==> config.mk <==
export PLATFORM = sky130hd
export DESIGN_NAME = add_rs_dispatch
export DESIGN_NICKNAME = d
export VERILOG_FILES = /design/src/rtl/tomasulo_pkg.sv /design/src/rtl/add_rs_select.sv /design/src/rtl/add_rs_dispatch.sv
export SDC_FILE = /design/constraint.sdc
export NUM_CORES = 1
export LEC_CHECK = 0
export ABC_AREA = 1
export CAP_MARGIN = 20
export CORE_MARGIN = 1.5
export CORE_UTILIZATION = 51
export DETAILED_ROUTE_END_ITERATION = 7
export DONT_BUFFER_PORTS = 1
export PLACE_DENSITY = 0.63
export REMOVE_ABC_BUFFERS = 1
export SYNTH_ARGS = -nofsm -noshare
export SYNTH_HDL_FRONTEND = slang
export SYNTH_HIERARCHICAL = 1
export SYNTH_SLANG_ARGS = --single-unit
==> constraint.sdc <==
create_clock -name clk1 -period 7.1 [get_ports clk1]
set_input_delay 0.355 -clock clk1 [delete_from_list [all_inputs] [get_ports clk1]]
set_output_delay 0.355 -clock clk1 [all_outputs]
set_load 0.05 [all_outputs]
==> src/rtl/tomasulo_pkg.sv <==
// Shared widths and reservation-station entry types for the add/sub issue path.
package tomasulo_pkg;
  localparam int NUM_ENT = 3;
  localparam int DATA_W  = 8;
  localparam int TAG_W   = 3;
  localparam int FUNC_W  = 4;
  localparam int RD_W    = 4;
  localparam int RANK_W  = 2;
  localparam int IDX_W   = 3;

  typedef enum logic [1:0] {
    RS_FREE  = 2'd0,
    RS_WAIT  = 2'd1,
    RS_READY = 2'd2,
    RS_EXEC  = 2'd3
  } rs_state_t;

  typedef struct packed {
    rs_state_t           state;
    logic [FUNC_W-1:0]   func;
    logic [RD_W-1:0]     rd;
    logic [TAG_W-1:0]    rob;
    logic                src1_rdy;
    logic [DATA_W-1:0]   src1_val;
    logic [TAG_W-1:0]    src1_tag;
    logic                src2_rdy;
    logic [DATA_W-1:0]   src2_val;
    logic [TAG_W-1:0]    src2_tag;
    logic [RANK_W-1:0]   rank;
  } rs_entry_t;
endpackage

==> src/rtl/add_rs_select.sv <==
// Combinational oldest-ready picker: lowest age rank among ready entries wins.
module add_rs_select
  import tomasulo_pkg::*;
(
  input  logic [NUM_ENT-1:0]        ready_i,
  input  logic [NUM_ENT*RANK_W-1:0] rank_i,
  output logic                      sel_valid_o,
  output logic [IDX_W-1:0]          sel_idx_o
);
  logic [RANK_W-1:0] best_rank;

  always_comb begin
    sel_valid_o = 1'b0;
    sel_idx_o   = '0;
    best_rank   = '0;
    for (int i = 0; i < NUM_ENT; i++) begin
      if (ready_i[i] && (!sel_valid_o || rank_i[i*RANK_W +: RANK_W] < best_rank)) begin
        sel_valid_o = 1'b1;
        sel_idx_o   = IDX_W'(i);
        best_rank   = rank_i[i*RANK_W +: RANK_W];
      end
    end
  end
endmodule

==> src/rtl/add_rs_dispatch.sv <==
// Three-entry add/sub reservation station: issue, CDB wakeup, oldest-ready dispatch.
// Handshake: an issue is accepted on a cycle where iss_valid && iss_ready; ex_b is a one-cycle strobe.
module add_rs_dispatch
  import tomasulo_pkg::*;
(
  input  logic                 clk1,
  input  logic                 rst_n,
  input  logic                 iss_valid,
  output logic                 iss_ready,
  input  logic [FUNC_W-1:0]    iss_func,
  input  logic [RD_W-1:0]      iss_rd,
  input  logic [TAG_W-1:0]     iss_rob,
  input  logic                 iss_src1_rdy,
  input  logic                 iss_src2_rdy,
  input  logic [DATA_W-1:0]    iss_src1_val,
  input  logic [DATA_W-1:0]    iss_src2_val,
  input  logic [TAG_W-1:0]     iss_src1_tag,
  input  logic [TAG_W-1:0]     iss_src2_tag,
  input  logic                 cdb_valid,
  input  logic [TAG_W-1:0]     cdb_tag,
  input  logic [DATA_W-1:0]    cdb_data,
  output logic                 ex_b,
  output logic [IDX_W-1:0]     ex_rs_index,
  output logic [DATA_W-1:0]    ex_rs1_data,
  output logic [DATA_W-1:0]    ex_rs2_data,
  output logic [FUNC_W-1:0]    ex_func,
  output logic [RD_W-1:0]      ex_rd,
  output logic [TAG_W-1:0]     ex_rob_ind,
  input  logic                 ex_done,
  input  logic [IDX_W-1:0]     ex_done_idx,
  output logic [1:0]           occupancy,
  output logic [2*NUM_ENT-1:0] dbg_state
);
  rs_entry_t         ent_q [NUM_ENT];
  logic              inflight_q;
  logic              ex_b_q;
  logic [IDX_W-1:0]  ex_idx_q;
  logic [DATA_W-1:0] ex_rs1_q, ex_rs2_q;
  logic [FUNC_W-1:0] ex_func_q;
  logic [RD_W-1:0]   ex_rd_q;
  logic [TAG_W-1:0]  ex_rob_q;

  logic [NUM_ENT-1:0]        free_vec, ready_vec, done_hit, cap1, cap2;
  logic [NUM_ENT*RANK_W-1:0] rank_vec;
  logic [1:0]                occ, occ_after_free;
  logic [IDX_W-1:0]          iss_idx, sel_idx;
  logic [RANK_W-1:0]         done_rank;
  logic                      done_any, iss_fire, disp_fire, sel_valid;
  logic                      iss_cap1, iss_cap2;
  logic [FUNC_W-1:0]         sel_func;
  logic [RD_W-1:0]           sel_rd;
  logic [TAG_W-1:0]          sel_rob;
  logic [DATA_W-1:0]         sel_v1, sel_v2;

  // Descending scan so the lowest-index free entry ends up as the issue target.
  always_comb begin
    free_vec  = '0;
    ready_vec = '0;
    done_hit  = '0;
    cap1      = '0;
    cap2      = '0;
    rank_vec  = '0;
    dbg_state = '0;
    occ       = '0;
    iss_idx   = '0;
    done_rank = '0;
    for (int i = NUM_ENT - 1; i >= 0; i--) begin
      free_vec[i]  = (ent_q[i].state == RS_FREE);
      ready_vec[i] = (ent_q[i].state == RS_READY);
      done_hit[i]  = ex_done && inflight_q && (ex_done_idx == IDX_W'(i)) &&
                     (ent_q[i].state == RS_EXEC);
      cap1[i]      = cdb_valid && !ent_q[i].src1_rdy && (ent_q[i].src1_tag == cdb_tag);
      cap2[i]      = cdb_valid && !ent_q[i].src2_rdy && (ent_q[i].src2_tag == cdb_tag);
      rank_vec[i*RANK_W +: RANK_W] = ent_q[i].rank;
      dbg_state[2*i +: 2]          = ent_q[i].state;
      if (!free_vec[i]) occ = occ + 2'd1;
      if (free_vec[i]) iss_idx = IDX_W'(i);
      if (done_hit[i]) done_rank = ent_q[i].rank;
    end
  end

  always_comb begin
    sel_func = '0;
    sel_rd   = '0;
    sel_rob  = '0;
    sel_v1   = '0;
    sel_v2   = '0;
    for (int i = 0; i < NUM_ENT; i++) begin
      if (sel_idx == IDX_W'(i)) begin
        sel_func = ent_q[i].func;
        sel_rd   = ent_q[i].rd;
        sel_rob  = ent_q[i].rob;
        sel_v1   = ent_q[i].src1_val;
        sel_v2   = ent_q[i].src2_val;
      end
    end
  end

  add_rs_select u_select (
    .ready_i     (ready_vec),
    .rank_i      (rank_vec),
    .sel_valid_o (sel_valid),
    .sel_idx_o   (sel_idx)
  );

  assign done_any       = |done_hit;
  assign occ_after_free = occ - {1'b0, done_any};
  assign iss_ready      = |free_vec;
  assign iss_fire       = iss_valid && iss_ready;
  assign disp_fire      = sel_valid && !inflight_q;
  assign iss_cap1       = !iss_src1_rdy && cdb_valid && (cdb_tag == iss_src1_tag);
  assign iss_cap2       = !iss_src2_rdy && cdb_valid && (cdb_tag == iss_src2_tag);
  assign occupancy      = occ;

  always_ff @(posedge clk1 or negedge rst_n) begin
    if (!rst_n) begin
      for (int i = 0; i < NUM_ENT; i++) ent_q[i] <= '0;
      inflight_q <= 1'b0;
      ex_b_q     <= 1'b0;
      ex_idx_q   <= '0;
      ex_rs1_q   <= '0;
      ex_rs2_q   <= '0;
      ex_func_q  <= '0;
      ex_rd_q    <= '0;
      ex_rob_q   <= '0;
    end else begin
      ex_b_q <= 1'b0;
      for (int i = 0; i < NUM_ENT; i++) begin
        unique case (ent_q[i].state)
          RS_FREE: begin
            if (iss_fire && iss_idx == IDX_W'(i)) begin
              ent_q[i].state    <= ((iss_src1_rdy || iss_cap1) && (iss_src2_rdy || iss_cap2)) ?
                                   RS_READY : RS_WAIT;
              ent_q[i].func     <= iss_func;
              ent_q[i].rd       <= iss_rd;
              ent_q[i].rob      <= iss_rob;
              ent_q[i].src1_rdy <= iss_src1_rdy || iss_cap1;
              ent_q[i].src1_val <= iss_src1_rdy ? iss_src1_val : cdb_data;
              ent_q[i].src1_tag <= iss_src1_tag;
              ent_q[i].src2_rdy <= iss_src2_rdy || iss_cap2;
              ent_q[i].src2_val <= iss_src2_rdy ? iss_src2_val : cdb_data;
              ent_q[i].src2_tag <= iss_src2_tag;
              ent_q[i].rank     <= occ_after_free;
            end
          end
          RS_WAIT: begin
            if (cap1[i]) begin
              ent_q[i].src1_rdy <= 1'b1;
              ent_q[i].src1_val <= cdb_data;
            end
            if (cap2[i]) begin
              ent_q[i].src2_rdy <= 1'b1;
              ent_q[i].src2_val <= cdb_data;
            end
            if ((ent_q[i].src1_rdy || cap1[i]) && (ent_q[i].src2_rdy || cap2[i]))
              ent_q[i].state <= RS_READY;
          end
          RS_READY: begin
            if (disp_fire && sel_idx == IDX_W'(i)) ent_q[i].state <= RS_EXEC;
          end
          RS_EXEC: begin
            if (done_hit[i]) begin
              ent_q[i].state <= RS_FREE;
              ent_q[i].rank  <= '0;
            end
          end
        endcase
        // Younger survivors close the age gap left by the released entry.
        if (done_any && ent_q[i].state != RS_FREE && ent_q[i].rank > done_rank)
          ent_q[i].rank <= ent_q[i].rank - 2'd1;
      end
      if (disp_fire) begin
        inflight_q <= 1'b1;
        ex_b_q     <= 1'b1;
        ex_idx_q   <= sel_idx;
        ex_rs1_q   <= sel_v1;
        ex_rs2_q   <= sel_v2;
        ex_func_q  <= sel_func;
        ex_rd_q    <= sel_rd;
        ex_rob_q   <= sel_rob;
      end else if (done_any) begin
        inflight_q <= 1'b0;
      end
    end
  end

  assign ex_b        = ex_b_q;
  assign ex_rs_index = ex_idx_q;
  assign ex_rs1_data = ex_rs1_q;
  assign ex_rs2_data = ex_rs2_q;
  assign ex_func     = ex_func_q;
  assign ex_rd       = ex_rd_q;
  assign ex_rob_ind  = ex_rob_q;
endmodule
==> flow_metrics.env, run 1 <==
export IMPL_outcome="complete, no violations"
export IMPL_grt_usage=0.256
export IMPL_clock_latency_ns=0.43
export IMPL_p_clk_frac=0.211
export IMPL_setup_worst_path_start_class="flip-flop"
export IMPL_drv_cap=0
export IMPL_ctsResizeCount=0
export IMPL_powerDensity_nw_per_um2=467
export IMPL_cpPeakStageDelay_ns=0.78
export IMPL_setup_ws_ns=2.70
export IMPL_holdCritPathClass="in -> reg"
export IMPL_cts_buffer_depth=2
export IMPL_ir_drop_mv=0.327
export IMPL_drive_above_1_share=0.0900
export IMPL_post_cts_buffers=0
export IMPL_finalCriticalPeriod_ns=4.40
export IMPL_post_place_ws_ns=2.78
export IMPL_slew_headroom=0.285
export IMPL_htree_num_levels=4
export IMPL_skew_ns=0.00776
export IMPL_cts_made_buffers=17
export IMPL_timing_fmax_mhz=227
export IMPL_gp_congestion=0.868
export IMPL_clk_pin_slew_worst_paths_ns=0.06
export IMPL_first_pass_iters=5
export IMPL_yosys_most_used_dff="dfrtp_1"
export IMPL_netlist_instances=1066
export IMPL_p_int_mw=2.22
export IMPL_port_buffers=0
export IMPL_tightest_slew_ns=1.07
export IMPL_cp_required_ns=7.38
export IMPL_initial_core_util=0.522
export IMPL_die_y_um=131
export IMPL_critPathMostFrequentCell="nand2_1"
export IMPL_hold_viol=0
export IMPL_cts_tree="done"
export IMPL_vias=6826
export IMPL_synth_area_um2=8290
export IMPL_grt_pass1_vias=6545
export IMPL_synth_area_per_cell_um2=7.78
export IMPL_synth_edff_count=0
export IMPL_fin_nets=1118
export IMPL_crit_fanout=27
export IMPL_grt_pass1_wl_um=33300
export IMPL_drc_errors=0
export IMPL_overflow=0
export IMPL_worstPathArrival_ns=4.68
export IMPL_die_area_um2=17000
export IMPL_core_area_um2=15900
export IMPL_die_w_um=131
export IMPL_cts_num_sinks=149
export IMPL_ys_warn_count=6
export IMPL_power_frac_seq=0.423
export IMPL_tns_ns=0
export IMPL_power_switching_share=0.467
export IMPL_synth_seq_cells=149
export IMPL_p_leak_nw=4.30
export IMPL_wire_per_inst_um=16.2
export IMPL_post_dp_hpwl_um=14000
export IMPL_rsz0062_at_grt="false"
export IMPL_area_growth_pct=7.41
export IMPL_grt_max_degree=150
export IMPL_period_share=0.620
export IMPL_power_mw=4.16
export IMPL_drv_slew=0
export IMPL_async_reset_ff_frac=1.00
export IMPL_pin_count=94
export IMPL_viasPerCell=5.37
export IMPL_path_class="reg -> reg"
export IMPL_antenna_found_initial=0
export IMPL_switching_power_mw=1.94
export IMPL_yosysSeqAreaShare=0.450
export IMPL_antenna_cells=0
export IMPL_combPwrFrac=0.366
export IMPL_row_count=46
export IMPL_ant_nets=0
export IMPL_crit_path_top_delay_cell="clkinv_1"
export IMPL_dr_first_iter_drc_count=550
export IMPL_hold_buffers=2
export IMPL_wl_um=20600
export IMPL_worstPathCellList="ha_1 -> nand2_1 -> ha_1 -> nand2_1 -> nand2_1 -> nand2_1 -> nand2_2 -> nand2_1 -> o21ai_1 -> ha_1 -> nand2_1 -> nand2_2 -> nand2_2 -> a21oi_2 -> nor2_1 -> nand2_1 -> clkinv_1 -> a221oi_1 -> o21ai_0"
export IMPL_setup_viol=0
export IMPL_cts_root_buf="clkbuf_16"
export IMPL_end_kind="flip-flop"
export IMPL_ys_types=37
==> per-layer routing <==
metal  part of all wire  GRT usage  vias up
met5                  0          0        -
met2               0.48      0.427      187
met3              0.054     0.0505       31
li1                   -          -     3413
met4              0.021     0.0924        0
met1               0.45      0.333     3195
==> critical path: cells and delay by family (launching register included) <==
family          cells  cell delay (ns)
fa+ha+maj           3             0.96
compound gates      4             0.90
flops               1             0.71
simple gates       11             0.88
buf+inv             1             0.78
==> layout by cell type (no fill, tap or decap), types with 4 or more instances in the layout <==
master / synthesis / layout
nand4_1: 6 / 6
nand2_1: 301 / 300
buf_4: 9 / 4
o21ai_1: 27 / 27
inv_2: 4 / 4
a22oi_1: 23 / 23
a221oi_1: 20 / 20
o21ai_0: 125 / 125
xor2_1: 7 / 7
dfrtp_1: 149 / 149
clkbuf_16: 0 / 17
o21ai_2: 30 / 30
nand3_1: 23 / 23
o22ai_1: 7 / 7
a21oi_1: 42 / 42
nand2_2: 9 / 10
ha_1: 21 / 21
nor2_1: 61 / 61
inv_1: 134 / 134
==> registers in the layout (all words and copies together), names as in the netlist <==
name	count
dbg_state	6
ex_func	4
ex_rs_index	3
ex_b	1
ex_rs2_data	8
ent_q	111
ex_rd	4
ex_rs1_data	8
ex_rob_ind	3
inflight_q	1
==> cell type report <==
type | instances | area [um2]
multi-input cells | 727 | 3730
repair buffers | 7 | 71.3
inverters | 141 | 532
well taps | 216 | 270
flip-flops and latches | 149 | 3730
clock buffers | 22 | 474
clock inverters | 10 | 95.1
fillers | 1557 | 6980
==> per-stage QoR <==
stage	hold WS, ns	std cells	util	area (um2)
global route	0.140	1272	0.561	8910
CTS	0.102	1272	0.561	8910
detailed placement	0.0647	1238	0.522	8300
floorplan	0.0594	1017	-	7990
global placement	0.0644	1236	0.522	8290
finish	0.111	1272	0.561	8910
==> cell families (layout without fill, tap and decap cells) <==
| family | after synthesis | after routing | synth area share |
|---|---|---|---|
| and+or+nand+nor | 417 | 417 | 0.206 |
| adders and majority gates | 21 | 21 | 0.0317 |
| DFF | 149 | 149 | 0.450 |
| xor gates and xnor gates | 10 | 10 | 0.0106 |
| buffers and inverters | 190 | 180 | 0.100 |
| AOI/OAI and AO/OA | 278 | 278 | 0.201 |
| other | 1 | 1 | 0.000452 |
==> path summary, 6_finish.rpt <==
check / start / cells after the start / to / slack [ns]
max reg2reg: dbg_state[1] / 19 / ex_rs2_data[4] / 2.70
max in group asynchronous: rst_n / 2 / ent_q[63] / 5.92
min in group asynchronous: rst_n / 2 / ex_rob_ind[0] / 0.59
max: dbg_state[1] / 19 / ex_rs2_data[4] / 2.70
min reg2reg: ent_q[57] / 2 / ent_q[57] / 0.48
min: iss_rd[3] / 2 / ent_q[110] / 0.11
==> power groups by stage <==
stage          Combinational, mW  Sequential [mW]  Clock, mW
3_5_place_dp                1.50             1.77          0
3_3_place_gp                1.46             1.77          0
6_report                    1.52             1.76      0.876
4_1_cts                     1.53             1.76      0.893
5_1_grt                     1.75             1.81      0.927
2_1_floorplan               1.17             1.70          0
==> synthesized netlist by cell type (9+ instances only) <==
master | count | share of area
buf_4 | 9 | 0.0081
nand2_2 | 9 | 0.0068
buf_2 | 11 | 0.0066
clkbuf_1 | 18 | 0.0081
o21ai_2 | 30 | 0.032
ha_1 | 21 | 0.032
nand2_1 | 301 | 0.14
a221oi_1 | 20 | 0.021
nand3_1 | 23 | 0.014
inv_1 | 134 | 0.061
dfrtp_1 | 149 | 0.45
buf_6 | 9 | 0.012
o21ai_0 | 125 | 0.075
a22oi_1 | 23 | 0.021
o21ai_1 | 27 | 0.016
a21oi_1 | 42 | 0.025
nor2_1 | 61 | 0.028
(Power assumes the default switching activity.)
==> inputs of run 2 (changes only) <==
--- a/config.mk
+++ b/config.mk
@@ -11,7 +11,7 @@
 export CORE_UTILIZATION = 51
 export DETAILED_ROUTE_END_ITERATION = 7
 export DONT_BUFFER_PORTS = 1
-export PLACE_DENSITY = 0.63
+export PLACE_DENSITY = 0.66
 export REMOVE_ABC_BUFFERS = 1
 export SYNTH_ARGS = -nofsm -noshare
 export SYNTH_HDL_FRONTEND = slang
==> constraint.sdc (replaced) <==
create_clock -name clk1 -period 4 [get_ports clk1]
set_input_delay 0.2 -clock clk1 [delete_from_list [all_inputs] [get_ports clk1]]
set_output_delay 0.2 -clock clk1 [all_outputs]
set_load 0.05 [all_outputs]
==> run 2 against run 1 <==
Global-route usage rose by 0.25 points. Maximum frequency rose by 28%. Critical endpoint is now ex_rob_ind[2]. Utilization rose by 2.3 points. Count of clock-buffer cells in the layout fell by 4. Non-clock buffer count rose by 30. First-iteration DRC count rose by 2.7%. Register-to-register slack got worse by 2.1 ns. Largest cell class unchanged.
==> flow_metrics.env, run 2 (synthesis results as in run 1) <==
export IMPL_tns_ns=0
export IMPL_rsz0062_at_grt="false"
export IMPL_layout_commonest_cell="nand2_1"
export IMPL_wire_per_inst_um=16.1
export IMPL_gp_congestion=0.836
export IMPL_timing_fmax_mhz=290
export IMPL_skew_ns=0.00907
export IMPL_largest_reg_flops=111
export IMPL_switching_power_mw=3.49
export IMPL_setup_viol=0
export IMPL_initial_core_util=0.522
export IMPL_reg2reg_slack_ns=0.55
export IMPL_pin_count=94
export IMPL_clk_pin_slew_worst_paths_ns=0.07
export IMPL_first_pass_iters=5
export IMPL_die_area_um2=17000
export IMPL_holdCritPathClass="in -> reg"
export IMPL_p_leak_nw=4.48
export IMPL_worstPathArrival_ns=3.74
export IMPL_antenna_cells=0
export IMPL_cts_root_buf="clkbuf_16"
export IMPL_drv_slew=0
export IMPL_grt_max_degree=150
export IMPL_cts_num_sinks=149
export IMPL_area_growth_pct=11.9
export IMPL_p_clk_frac=0.233
export IMPL_port_buffers=0
export IMPL_vias=7028
export IMPL_cts_buffer_depth=2
export IMPL_die_y_um=131
export IMPL_power_switching_share=0.454
export IMPL_period_share=0.861
export IMPL_row_count=46
export IMPL_grt_pass1_wl_um=34200
export IMPL_ir_drop_mv=0.535
export IMPL_dr_first_iter_drc_count=565
export IMPL_wl_um=21000
export IMPL_die_w_um=131
export IMPL_hold_viol=0
export IMPL_combPwrFrac=0.373
export IMPL_drive_above_1_share=0.101
export IMPL_slew_headroom=0.267
export IMPL_cts_tree="done"
export IMPL_antenna_found_initial=0
export IMPL_clock_latency_ns=0.43
export IMPL_drc_errors=0
export IMPL_viasPerCell=5.39
export IMPL_power_frac_seq=0.394
export IMPL_top_register="ent_q"
export IMPL_core_area_um2=15900
export IMPL_outcome="complete, no violations"
export IMPL_fin_nets=1149
export IMPL_layout_common_cells="nand2_1 (299), dfrtp_1 (149), inv_1 (133)"
export IMPL_p_int_mw=4.19
export IMPL_grt_pass1_vias=6952
export IMPL_tightest_slew_ns=1.09
export IMPL_path_class="reg -> reg"
export IMPL_crit_fanout=10
export IMPL_drv_cap=0
export IMPL_htree_num_levels=4
export IMPL_post_dp_hpwl_um=14100
export IMPL_ant_nets=0
export IMPL_power_mw=7.68
export IMPL_end_kind="flip-flop"
export IMPL_grt_usage=0.258
export IMPL_overflow=0
export IMPL_powerDensity_nw_per_um2=828
export IMPL_setup_worst_path_start_class="flip-flop"
export IMPL_finalCriticalPeriod_ns=3.45
export IMPL_cp_required_ns=4.29
export IMPL_cts_made_buffers=17
## run 2: cell count changes in the layout (fill, tap and decap cells not counted)
cell	previous run	this run
clkbuf_8	3	0
inv_8	0	1
nand2_1	300	299
nand2_2	10	11
dlygate4sd3_1	1	21
clkinv_4	1	2
buf_1	1	0
clkbuf_1	2	1
bufinv_16	1	5
buf_4	4	15
inv_1	134	133
## run 2: layout make-up
cell class | instances | area [um2]
flip-flops and latches | 149 | 3730
clock inverters | 14 | 220
repair inverters | 1 | 7.51
inverters | 141 | 536
repair buffers | 37 | 350
clock buffers | 18 | 429
well taps | 216 | 270
multi-input cells | 727 | 3740
fillers | 1520 | 6610
## run 2: timing repair
item,4_1_cts,5_1_grt
setup endpoints to repair,0,6
hold endpoints to repair,197,0
setup buffers,0,1
hold buffers,22,0
resized for setup,0,3
## run 2: metrics by stage
stage | instance area [um2] | instances | util | hold slack [ns] | setup WS, ns
2_1_floorplan | 7990 | 1017 | - | -0.0956 | 0.514
3_3_place_gp | 8370 | 1247 | 0.527 | -0.0895 | 0.529
3_5_place_dp | 8370 | 1247 | 0.527 | -0.0896 | 0.366
4_1_cts | 9260 | 1301 | 0.583 | 0.000690 | 0.357
5_1_grt | 9280 | 1303 | 0.584 | 0.00787 | 0.241
6_report | 9280 | 1303 | 0.584 | 0.00127 | 0.554
## run 2: per-layer routing
layer	GRT usage	vias up	routed length (um)
met4	0.0892	0	455
met5	0	-	0
met2	0.440	200	10200
met1	0.334	3325	9270
met3	0.0456	37	1090
li1	-	3466	-
## run 2: worst max-delay path, stage by stage, from the launching register on
cell and delay [ns]:
dfrtp_1 0.37, inv_1 0.08, ha_1 0.27, nand2_1 0.11
ha_1 0.28, nand2_1 0.07, nand2_1 0.05, nand2_1 0.08
nand2_2 0.08, nand2_1 0.07, o21ai_1 0.06, ha_1 0.28
nand2_1 0.06, nand2_2 0.07, nand2_2 0.05, a21oi_2 0.18
nor2_1 0.10, nand2_2 0.26, clkinvlp_4 0.33, a221oi_1 0.33
o21ai_0 0.12
## run 2: path summary, 6_finish.rpt
check	startpoint	depth (start not counted)	end
min in group asynchronous	rst_n	2	ent_q[9]
worst max-delay path	dbg_state[0]	20	ex_rob_ind[2]
worst min register to register	ent_q[60]	2	ent_q[60]
worst max register to register	dbg_state[0]	20	ex_rob_ind[2]
max in group asynchronous	rst_n	2	dbg_state[0]
worst min-delay path	iss_src1_tag[2]	2	ent_q[94]
## run 2: power by group through the flow
stage / sequential (mW) / combinational, mW / clock [mW]
5_1_grt: 3.11 / 3.27 / 1.85
3_5_place_dp: 3.05 / 2.79 / 0
6_report: 3.03 / 2.86 / 1.79
3_3_place_gp: 3.04 / 2.73 / 0
4_1_cts: 3.03 / 2.85 / 1.81
2_1_floorplan: 3.02 / 2.07 / 0
